`config.mk`:
```
export PLATFORM = sky130hd
export DESIGN_NAME = dau_addsub_sequencer
export DESIGN_NICKNAME = d
export VERILOG_FILES = /design/src/rtl/dau_addsub_sequencer.sv
export SDC_FILE = /design/constraint.sdc
export NUM_CORES = 1
export LEC_CHECK = 0
export CORE_MARGIN = 1
export CORE_UTILIZATION = 49
export CTS_CLUSTER_DIAMETER = 30
export CTS_CLUSTER_SIZE = 24
export DETAILED_ROUTE_END_ITERATION = 10
export GPL_TIMING_DRIVEN = 1
export PLACE_DENSITY = 0.84
export SETUP_SLACK_MARGIN = 0.02
export SYNTH_ARGS = -nofsm -noshare
export SYNTH_HDL_FRONTEND = slang
export SYNTH_SLANG_ARGS = --single-unit
```
`constraint.sdc`:
```
create_clock -name i_clk -period 2.1 [get_ports i_clk]
set_input_delay 0.42 -clock i_clk [delete_from_list [all_inputs] [get_ports i_clk]]
set_output_delay 0.42 -clock i_clk [all_outputs]
set_load 0.03 [all_outputs]
```
`src/rtl/dau_addsub_sequencer.sv`:
```
// Micro-sequencer for signed fixed-point decimal add/subtract: aligns commas with
// SHL, optionally compares magnitudes, then issues ADD or SUB to the BCDU.
module dau_addsub_sequencer #(
    parameter int COMMA_POS_W = 2
) (
    input  logic                   i_clk,
    input  logic                   i_rst_n,
    input  logic                   i_start,
    input  logic                   i_sub,
    input  logic                   i_sign_a,
    input  logic                   i_sign_b,
    input  logic [COMMA_POS_W-1:0] i_comma_pos_a,
    input  logic [COMMA_POS_W-1:0] i_comma_pos_b,
    input  logic [3:0]             i_digits_addr_a,
    input  logic [3:0]             i_digits_addr_b,
    input  logic                   i_gt_flag,
    input  logic                   i_eq_flag,
    input  logic                   i_instr_accept,
    output logic                   o_instr_valid,
    output logic [15:0]            o_instr,
    output logic                   o_sign,
    output logic [COMMA_POS_W-1:0] o_comma_pos,
    output logic                   o_ready,
    output logic [2:0]             o_dbg_state
);

    // Instruction handshake: o_instr is stable while o_instr_valid is high; a cycle
    // with valid && accept is the single transfer, and valid is low the next cycle.
    // A later cycle with accept high means the BCDU has finished that instruction.
    typedef enum logic [2:0] {
        S_IDLE     = 3'd0,
        S_ALIGN    = 3'd1,
        S_SHL      = 3'd2,
        S_SHL_WAIT = 3'd3,
        S_CMP      = 3'd4,
        S_CMP_WAIT = 3'd5,
        S_OP       = 3'd6,
        S_FIN      = 3'd7
    } state_t;

    localparam logic [3:0] OP_ADD = 4'd1;
    localparam logic [3:0] OP_SUB = 4'd2;
    localparam logic [3:0] OP_CMP = 4'd3;
    localparam logic [3:0] OP_SHL = 4'd4;

    state_t                 r_state;
    logic                   r_sign_a;
    logic                   r_sign_b;
    logic [COMMA_POS_W-1:0] r_comma_a;
    logic [COMMA_POS_W-1:0] r_comma_b;
    logic [3:0]             r_addr_a;
    logic [3:0]             r_addr_b;
    logic                   r_res_sign;

    assign o_dbg_state = r_state;

    always_ff @(posedge i_clk or negedge i_rst_n) begin
        if (!i_rst_n) begin
            r_state       <= S_IDLE;
            r_sign_a      <= 1'b0;
            r_sign_b      <= 1'b0;
            r_comma_a     <= '0;
            r_comma_b     <= '0;
            r_addr_a      <= 4'd0;
            r_addr_b      <= 4'd0;
            r_res_sign    <= 1'b0;
            o_instr_valid <= 1'b0;
            o_instr       <= 16'd0;
            o_sign        <= 1'b0;
            o_comma_pos   <= '0;
            o_ready       <= 1'b1;
        end else begin
            case (r_state)
                S_IDLE: begin
                    if (i_start && o_ready) begin
                        // Subtraction is folded into B's effective sign.
                        r_sign_a  <= i_sign_a;
                        r_sign_b  <= i_sign_b ^ i_sub;
                        r_comma_a <= i_comma_pos_a;
                        r_comma_b <= i_comma_pos_b;
                        r_addr_a  <= i_digits_addr_a;
                        r_addr_b  <= i_digits_addr_b;
                        o_ready   <= 1'b0;
                        r_state   <= S_ALIGN;
                    end
                end
                S_ALIGN: begin
                    o_instr_valid <= 1'b1;
                    if (r_comma_a < r_comma_b) begin
                        o_instr <= {OP_SHL, r_addr_a, r_addr_a, 4'd0};
                        r_state <= S_SHL;
                    end else if (r_comma_b < r_comma_a) begin
                        o_instr <= {OP_SHL, r_addr_b, r_addr_b, 4'd0};
                        r_state <= S_SHL;
                    end else if (r_sign_a == r_sign_b) begin
                        o_instr    <= {OP_ADD, r_addr_a, r_addr_a, r_addr_b};
                        r_res_sign <= r_sign_a;
                        r_state    <= S_OP;
                    end else begin
                        o_instr <= {OP_CMP, 4'd0, r_addr_a, r_addr_b};
                        r_state <= S_CMP;
                    end
                end
                S_SHL: begin
                    if (i_instr_accept) begin
                        o_instr_valid <= 1'b0;
                        if (r_comma_a < r_comma_b) r_comma_a <= r_comma_a + 1'b1;
                        else                       r_comma_b <= r_comma_b + 1'b1;
                        r_state <= S_SHL_WAIT;
                    end
                end
                S_SHL_WAIT: begin
                    if (i_instr_accept) r_state <= S_ALIGN;
                end
                S_CMP: begin
                    if (i_instr_accept) begin
                        o_instr_valid <= 1'b0;
                        r_state       <= S_CMP_WAIT;
                    end
                end
                S_CMP_WAIT: begin
                    // Flags are only meaningful once the CMP has completed.
                    if (i_instr_accept) begin
                        o_instr_valid <= 1'b1;
                        r_state       <= S_OP;
                        if (i_gt_flag) begin
                            o_instr    <= {OP_SUB, r_addr_a, r_addr_a, r_addr_b};
                            r_res_sign <= r_sign_a;
                        end else if (i_eq_flag) begin
                            o_instr    <= {OP_SUB, r_addr_a, r_addr_a, r_addr_b};
                            r_res_sign <= 1'b0;
                        end else begin
                            o_instr    <= {OP_SUB, r_addr_a, r_addr_b, r_addr_a};
                            r_res_sign <= r_sign_b;
                        end
                    end
                end
                S_OP: begin
                    if (i_instr_accept) begin
                        o_instr_valid <= 1'b0;
                        r_state       <= S_FIN;
                    end
                end
                S_FIN: begin
                    if (i_instr_accept) begin
                        o_sign      <= r_res_sign;
                        o_comma_pos <= r_comma_a;
                        o_ready     <= 1'b1;
                        r_state     <= S_IDLE;
                    end
                end
                default: r_state <= S_IDLE;
            endcase
        end
    end

endmodule

```
==> reports/results.ini, run 1 <==
[placed_design]
port_buffers = 43
placedCellCount = 296
gp_congestion = 0.8250
hpwl_mm = 3.224

[setup_path]
critPathBufInv = 0
crit_end = r_comma_a[0]$_DFFE_PN0P_
worst_path_max_delay_cell = or4_4
end_kind = flop
worst_ep_arrival_time_ns = 2.18
worstSetupPathDepth = 5
cp_slowest_stage_delay_ns = 0.48
cp-start-kind = flop
rr_worst_depth = 5
criticalPathCategory = reg2reg
critPathLaunch = r_comma_a[1]$_DFFE_PN0P_
cp_max_fo = 4
path_delay_family = simple AND/OR/NAND/NOR gates
rr_startpoint = r_comma_a[1]$_DFFE_PN0P_
worst-endpoint-required_ns = 2.27
reg2reg_slack_ns = 0.09
r2r-end = r_comma_a[0]$_DFFE_PN0P_
cp_cell_sequence = ha_1 > nor2b_1 > or4_4 > and3_1 > a311o_1

[yosys]
synth.net_count = 221
synthTopCellsByArea = dfrtp_1 49%, nand2_1 6.6%, o21ai_0 4.8%, mux2_2 2.4%, a2bb2oi_1 2.3%
async_flop_share_pct = 100.0
ys_warn_count = 0
synth-edff-count = 0
synth-seq-cells = 38
synth_cells = 198
yosys.area.top_type = dfrtp_1
synthTopCellsByCount = 37 x dfrtp_1, 33 x nand2_1, 18 x o21ai_0
ys.flop_type = dfrtp_1
synth_area_per_cell_um2 = 9.536
yosysMostFrequentCell = dfrtp_1
syn_area_um2 = 1888
synth_cell_types = 45
ys_seq_area_share_pct = 50.43
yosysTopAreaCellShare_pct = 49.04

[cells_and_area]
n_antenna_cell = 0
drive_above_1_share_pct = 12.89
area_growth_pct = 34.72
final-instance-count-excl-fill = 304
nFillCells = 281
nets = 278

[clocking]
clkLatencyLatePin_ns = 0.29
cts_max_path_buffers = 2
path_clk_slew_ns = 0.07
root_buffer = clkbuf_8
cts_resized = 0
cts_tree = done
clock_sinks = 38
htreeDepth = 2
cts_setup_buffers = 0
cts-hold-fix-buffers = 0
numCtsBuffers = 5

[timing]
tightest_slew_ns = 0.8101
rsz0062_at_grt = false
fmaxAchievable_mhz = 497.8
relSlewSlack_pct = 45.99
finalHoldViolations = 0
holdWs_ns = 0.2187
tns_ns = 0
fin_skew_ns = 0.003839
setup-violations-final = 0
timing.final.crit_share_pct = 95.66
drv_slew = 0
period_minus_slack_ns = 2.009

[grt]
use_met3_pct = 5.714
grt_pass1_wl_mm = 7.493
grt_usage_pct = 24.35
grt_max_degree = 39
overflow = 0
use_met1_pct = 34.31
antenna_found_initial = 0
grt_pass1_vias = 1614
busiest_layer = met2
use_met2_pct = 36.04

[die]
ios = 45
die-area_um2 = 4106
die_h_um = 64.08
start_util_pct = 51.19
core_area_um2 = 3689
die_x_um = 64.08
rows = 22

[drt]
final_antenna_net_count = 0
via_per_inst = 5.704
wl_per_cell_um = 14.09
route.detailed.drc = 0
wirelength_mm = 4.282
drtIter0Drc = 93
vias = 1734
drt-pass1-iter-count = 4

[outcome]
outcome = finished clean

[power_and_ir_drop]
leakagePower_nw = 1.122
power_density_nw_per_um2 = 1622
total_power_mw = 4.125
irDropWorstVdd_v = 0.0007874

[flow_run]
drv_cap = 0

[hold_path]
hp-class = in2async

==> power by group <==
part | internal (mW) | leakage [nW] | switching [mW]
Sequential | 1.08 | 0.460 | 0.250
Clock | 0.264 | 0.0482 | 0.243
Combinational | 1.02 | 0.614 | 1.26
Total | 2.37 | 1.12 | 1.76
==> worst reg2reg max path: cells and delay by family, from the launching register on <==
family,cells,cell delay [ns]
and+or+nand+nor,3,0.83
DFF,1,0.42
adders and majority gates,1,0.34
AOI/OAI and AO/OA,1,0.31
==> placed cells by master (no fill, tap or decap), drive strengths merged, types with 4 or more instances in the layout <==
| master | instances |
|---|---|
| clkdlybuf4s50 | 42 |
| dfrtp | 37 |
| nand2 | 33 |
| o21ai | 19 |
| buf | 16 |
| inv | 10 |
| nand3 | 8 |
| nor2 | 8 |
| a21oi | 8 |
| clkbuf | 7 |
| a2bb2oi | 5 |
| nor3 | 4 |
| a221o | 4 |
| mux2 | 4 |
==> cell families (layout without fill, tap and decap cells) <==
family / Yosys count / after routing / share of synthesized area, %
other: 1 / 1 / 0.1986
muxes: 5 / 5 / 2.916
buffers and inverters: 18 / 76 / 3.778
xor gates and xnor gates: 3 / 3 / 1.392
and+or+nand+nor: 73 / 73 / 18.89
AOI/OAI and AO/OA: 58 / 58 / 21.07
adders and majority gates: 2 / 2 / 1.325
DFF: 38 / 38 / 50.43
==> worst min-delay path by stage <==
stage                                  from                          to  slack [ns]
floorplan                           i_rst_n  o_comma_pos[0]$_DFFE_PN0P_        0.12
global placement    o_instr[14]$_DFFE_PN0P_     o_instr[14]$_DFFE_PN0P_        0.46
detailed placement      o_ready$_DFFE_PN1P_         o_ready$_DFFE_PN1P_        0.47
CTS                                 i_rst_n  o_comma_pos[1]$_DFFE_PN0P_        0.24
global route                        i_rst_n  o_comma_pos[0]$_DFFE_PN0P_        0.28
finish                              i_rst_n  o_comma_pos[1]$_DFFE_PN0P_        0.22
==> routing by layer <==
metal	wire, µm	vias to the layer above	share of wire, %
met2	1995	57	47
met5	0	-	0
met4	65	0	1.5
met3	188	6	4.4
met1	2032	848	47
li1	-	823	-
==> cell type report <==
type                    instances  area [µm²]  share of cell area (%)
clock inverters                 1       5.005                  0.1968
inverters                      10       37.54                   1.476
clock buffers                   7       86.33                   3.394
repair buffers                 58       538.0                   21.15
multi-input cells             142       864.6                   33.99
well taps                      48       60.06                   2.361
flip-flops and latches         38       952.2                   37.43
==> flip-flops by register name, indices dropped and copies added (netlist names) <==
register / count
o_instr: 15
r_addr_a: 4
r_addr_b: 4
o_dbg_state: 3
o_comma_pos: 2
r_comma_a: 2
r_comma_b: 2
o_instr_valid: 1
o_ready: 1
o_sign: 1
r_res_sign: 1
r_sign_a: 1
r_sign_b: 1
==> through the flow <==
| stage | util [%] | setup WS, ns | cell area, µm² |
|---|---|---|---|
| 2_1_floorplan | - | 0.09311 | 1888 |
| 3_3_place_gp | 66.49 | 0.02198 | 2452 |
| 3_5_place_dp | 66.49 | -0.01755 | 2452 |
| 4_1_cts | 68.96 | 0.08705 | 2544 |
| 5_1_grt | 68.96 | 0.02954 | 2544 |
| 6_report | 68.96 | 0.09120 | 2544 |
(Power assumes the default switching activity.)
==> run 2, diff against run 1 <==
- CORE_UTILIZATION: 49 -> 59
- DONT_BUFFER_PORTS: default -> 1
- PLACE_DENSITY: 0.84 -> 0.8
==> reports/results.ini, run 2 (synthesized netlist as in run 1, its figures left out) <==
[setup_path]
critPathLaunch = r_comma_b[1]$_DFFE_PN0P_
end_kind = flop
worst-endpoint-required_ns = 2.34  ; +0.07 ns
reg2reg_slack_ns = 0.10  ; about the same
cp_max_fo = 4  ; unchanged
path_delay_family = simple AND/OR/NAND/NOR gates
worst_ep_arrival_time_ns = 2.24  ; +0.06 ns
worst_path_max_delay_cell = or4_4
cp_cell_sequence = inv_1 > ha_4 > nor2b_1 > or4_4 > and3_1 > a311o_1
criticalPathCategory = reg2reg
critPathBufInv = 1  ; +1
cp-start-kind = flop
r2r-end = r_comma_a[0]$_DFFE_PN0P_
cp_slowest_stage_delay_ns = 0.50  ; +0.02 ns
rr_worst_depth = 6  ; +1
rr_startpoint = r_comma_b[1]$_DFFE_PN0P_

[clocking]
path_clk_slew_ns = 0.11  ; +0.04 ns
cts_tree = done
root_buffer = clkbuf_4
numCtsBuffers = 5  ; unchanged
cts_max_path_buffers = 2  ; unchanged
clkLatencyLatePin_ns = 0.36  ; +0.07 ns
clock_sinks = 38  ; unchanged
htreeDepth = 2  ; unchanged

[timing]
relSlewSlack_pct = 62.22  ; +16 points
fmaxAchievable_mhz = 500.5  ; +0.54%
drv_slew = 0  ; unchanged
timing.final.crit_share_pct = 95.15  ; -0.51 points
rsz0062_at_grt = false
holdWs_ns = 0.1681  ; -0.05057 ns
finalHoldViolations = 0  ; unchanged
setup-violations-final = 0  ; unchanged
tightest_slew_ns = 0.5607  ; -0.2494 ns
period_minus_slack_ns = 1.998  ; -0.01069 ns
tns_ns = 0  ; unchanged
fin_skew_ns = 0.01477  ; +0.01093 ns
setup_ws_ns = 0.1019  ; +0.01069 ns

[drt]
vias = 1598  ; -7.8%
wl_per_cell_um = 17.08  ; +21%
drtIter0Drc = 91  ; -2.2%
wirelength_mm = 4.373  ; +2.1%
via_per_inst = 6.242  ; +9.4%
route.detailed.drc = 0  ; unchanged
final_antenna_net_count = 0  ; unchanged
drt-pass1-iter-count = 5  ; +1

[die]
rows = 20  ; -9.1%
die-area_um2 = 3430  ; -16%
start_util_pct = 61.84  ; +11 points
ios = 45  ; unchanged
die_x_um = 58.57  ; -8.6%
die_h_um = 58.57  ; -8.6%
core_area_um2 = 3053  ; -17%

[power_and_ir_drop]
leakagePower_nw = 0.9658  ; -14%
power_density_nw_per_um2 = 1824  ; +12%
irDropWorstVdd_v = 0.0009348  ; +19%

[flow_run]
drv_cap = 0  ; unchanged

[cells_and_area]
reg.largest.list = o_instr: 15 flops, r_addr_a: 4 flops, r_addr_b: 4 flops
n_antenna_cell = 0  ; unchanged
multi_input_area_um2 = 882.1  ; +2.0%
area_growth_pct = 14.31
final_common_cell = dfrtp_1
largest_register_ffs = 15  ; unchanged
seqCellArea_um2 = 952.2  ; unchanged
top_register = o_instr
nFillCells = 256  ; -8.9%
nets = 234  ; -16%
fin_util_pct = 70.70  ; +1.7 points
drive_above_1_share_pct = 15.57  ; +2.7 points
layout_common_cells = 37 x dfrtp_1, 33 x nand2_1, 18 x o21ai_0

[grt]
antenna_found_initial = 0  ; unchanged
grt_pass1_vias = 1460  ; -9.5%
grt_usage_pct = 27.34  ; +3.0 points
overflow = 0  ; unchanged
grt_pass1_wl_mm = 6.906  ; -7.8%
grt_max_degree = 39  ; unchanged

[placed_design]
hpwl_mm = 3.157  ; -2.1%
dp_slack_ns = 0.09349  ; +0.1110 ns
gp_congestion = 0.8684  ; +5.3%
port_buffers = 0  ; -100%

[outcome]
outcome = finished clean

[hold_path]
min-delay-start = i_sign_a
hp-class = in2reg
hold-path-cell-count = 2
min_to = r_sign_a$_DFFE_PN0P_

## run 2: cell types whose count changed in the layout (fill, tap and decap cells not counted), sizes merged
cell           delta
dlygate4sd3       +1
clkbuf            -1
buf               -3
clkinv            -1
clkdlybuf4s50    -42
bufinv            +2
## run 2: how the worst max path moves through the flow
stage	to	slack (ns)	depth (start not counted)
after floorplan	r_comma_a[0]$_DFFE_PN0P_	0.09	4
after global routing	r_comma_a[0]$_DFFE_PN0P_	0.06	6
final	r_comma_a[0]$_DFFE_PN0P_	0.10	6
after detailed placement	r_comma_a[0]$_DFFE_PN0P_	0.09	5
after CTS	r_comma_a[0]$_DFFE_PN0P_	0.08	5
after global placement	r_comma_a[0]$_DFFE_PN0P_	0.15	5
## run 2: metal layers
layer	track usage (%)	part of all wire, %	vias up
met3	8.571	7.1	7
li1	-	-	735
met5	0	0	-
met4	8.844	1.4	0
met2	44.33	49	69
met1	35.06	42	787
## run 2: through the flow
stage               power, mW  cell area (µm²)  std cells
floorplan               2.735             1888        198
global placement        3.105             1997        245
detailed placement      3.205             1997        245
CTS                     3.882             2138        255
global route            4.177             2158        256
finish                  3.938             2158        256
## run 2: final cells by class
cell class,instances,share of cell area (%)
inverters,10,1.739
clock buffers,6,2.377
flip-flops and latches,38,44.12
multi-input cells,142,40.87
well taps,44,2.551
clock inverters,2,2.783
repair buffers,14,5.565
## run 2: report_power, final
group          internal, mW  switching (mW)  leakage (nW)
clock network         0.403           0.247        0.0585
logic                 0.691           0.899         0.447
registers              1.08           0.621         0.460
total                  2.17            1.77         0.966
## run 2: repair_timing
action	CTS	global route
setup buffers	0	1
setup endpoints to repair	0	1
hold endpoints to repair	38	0
hold buffers	2	0
resized for setup	0	1
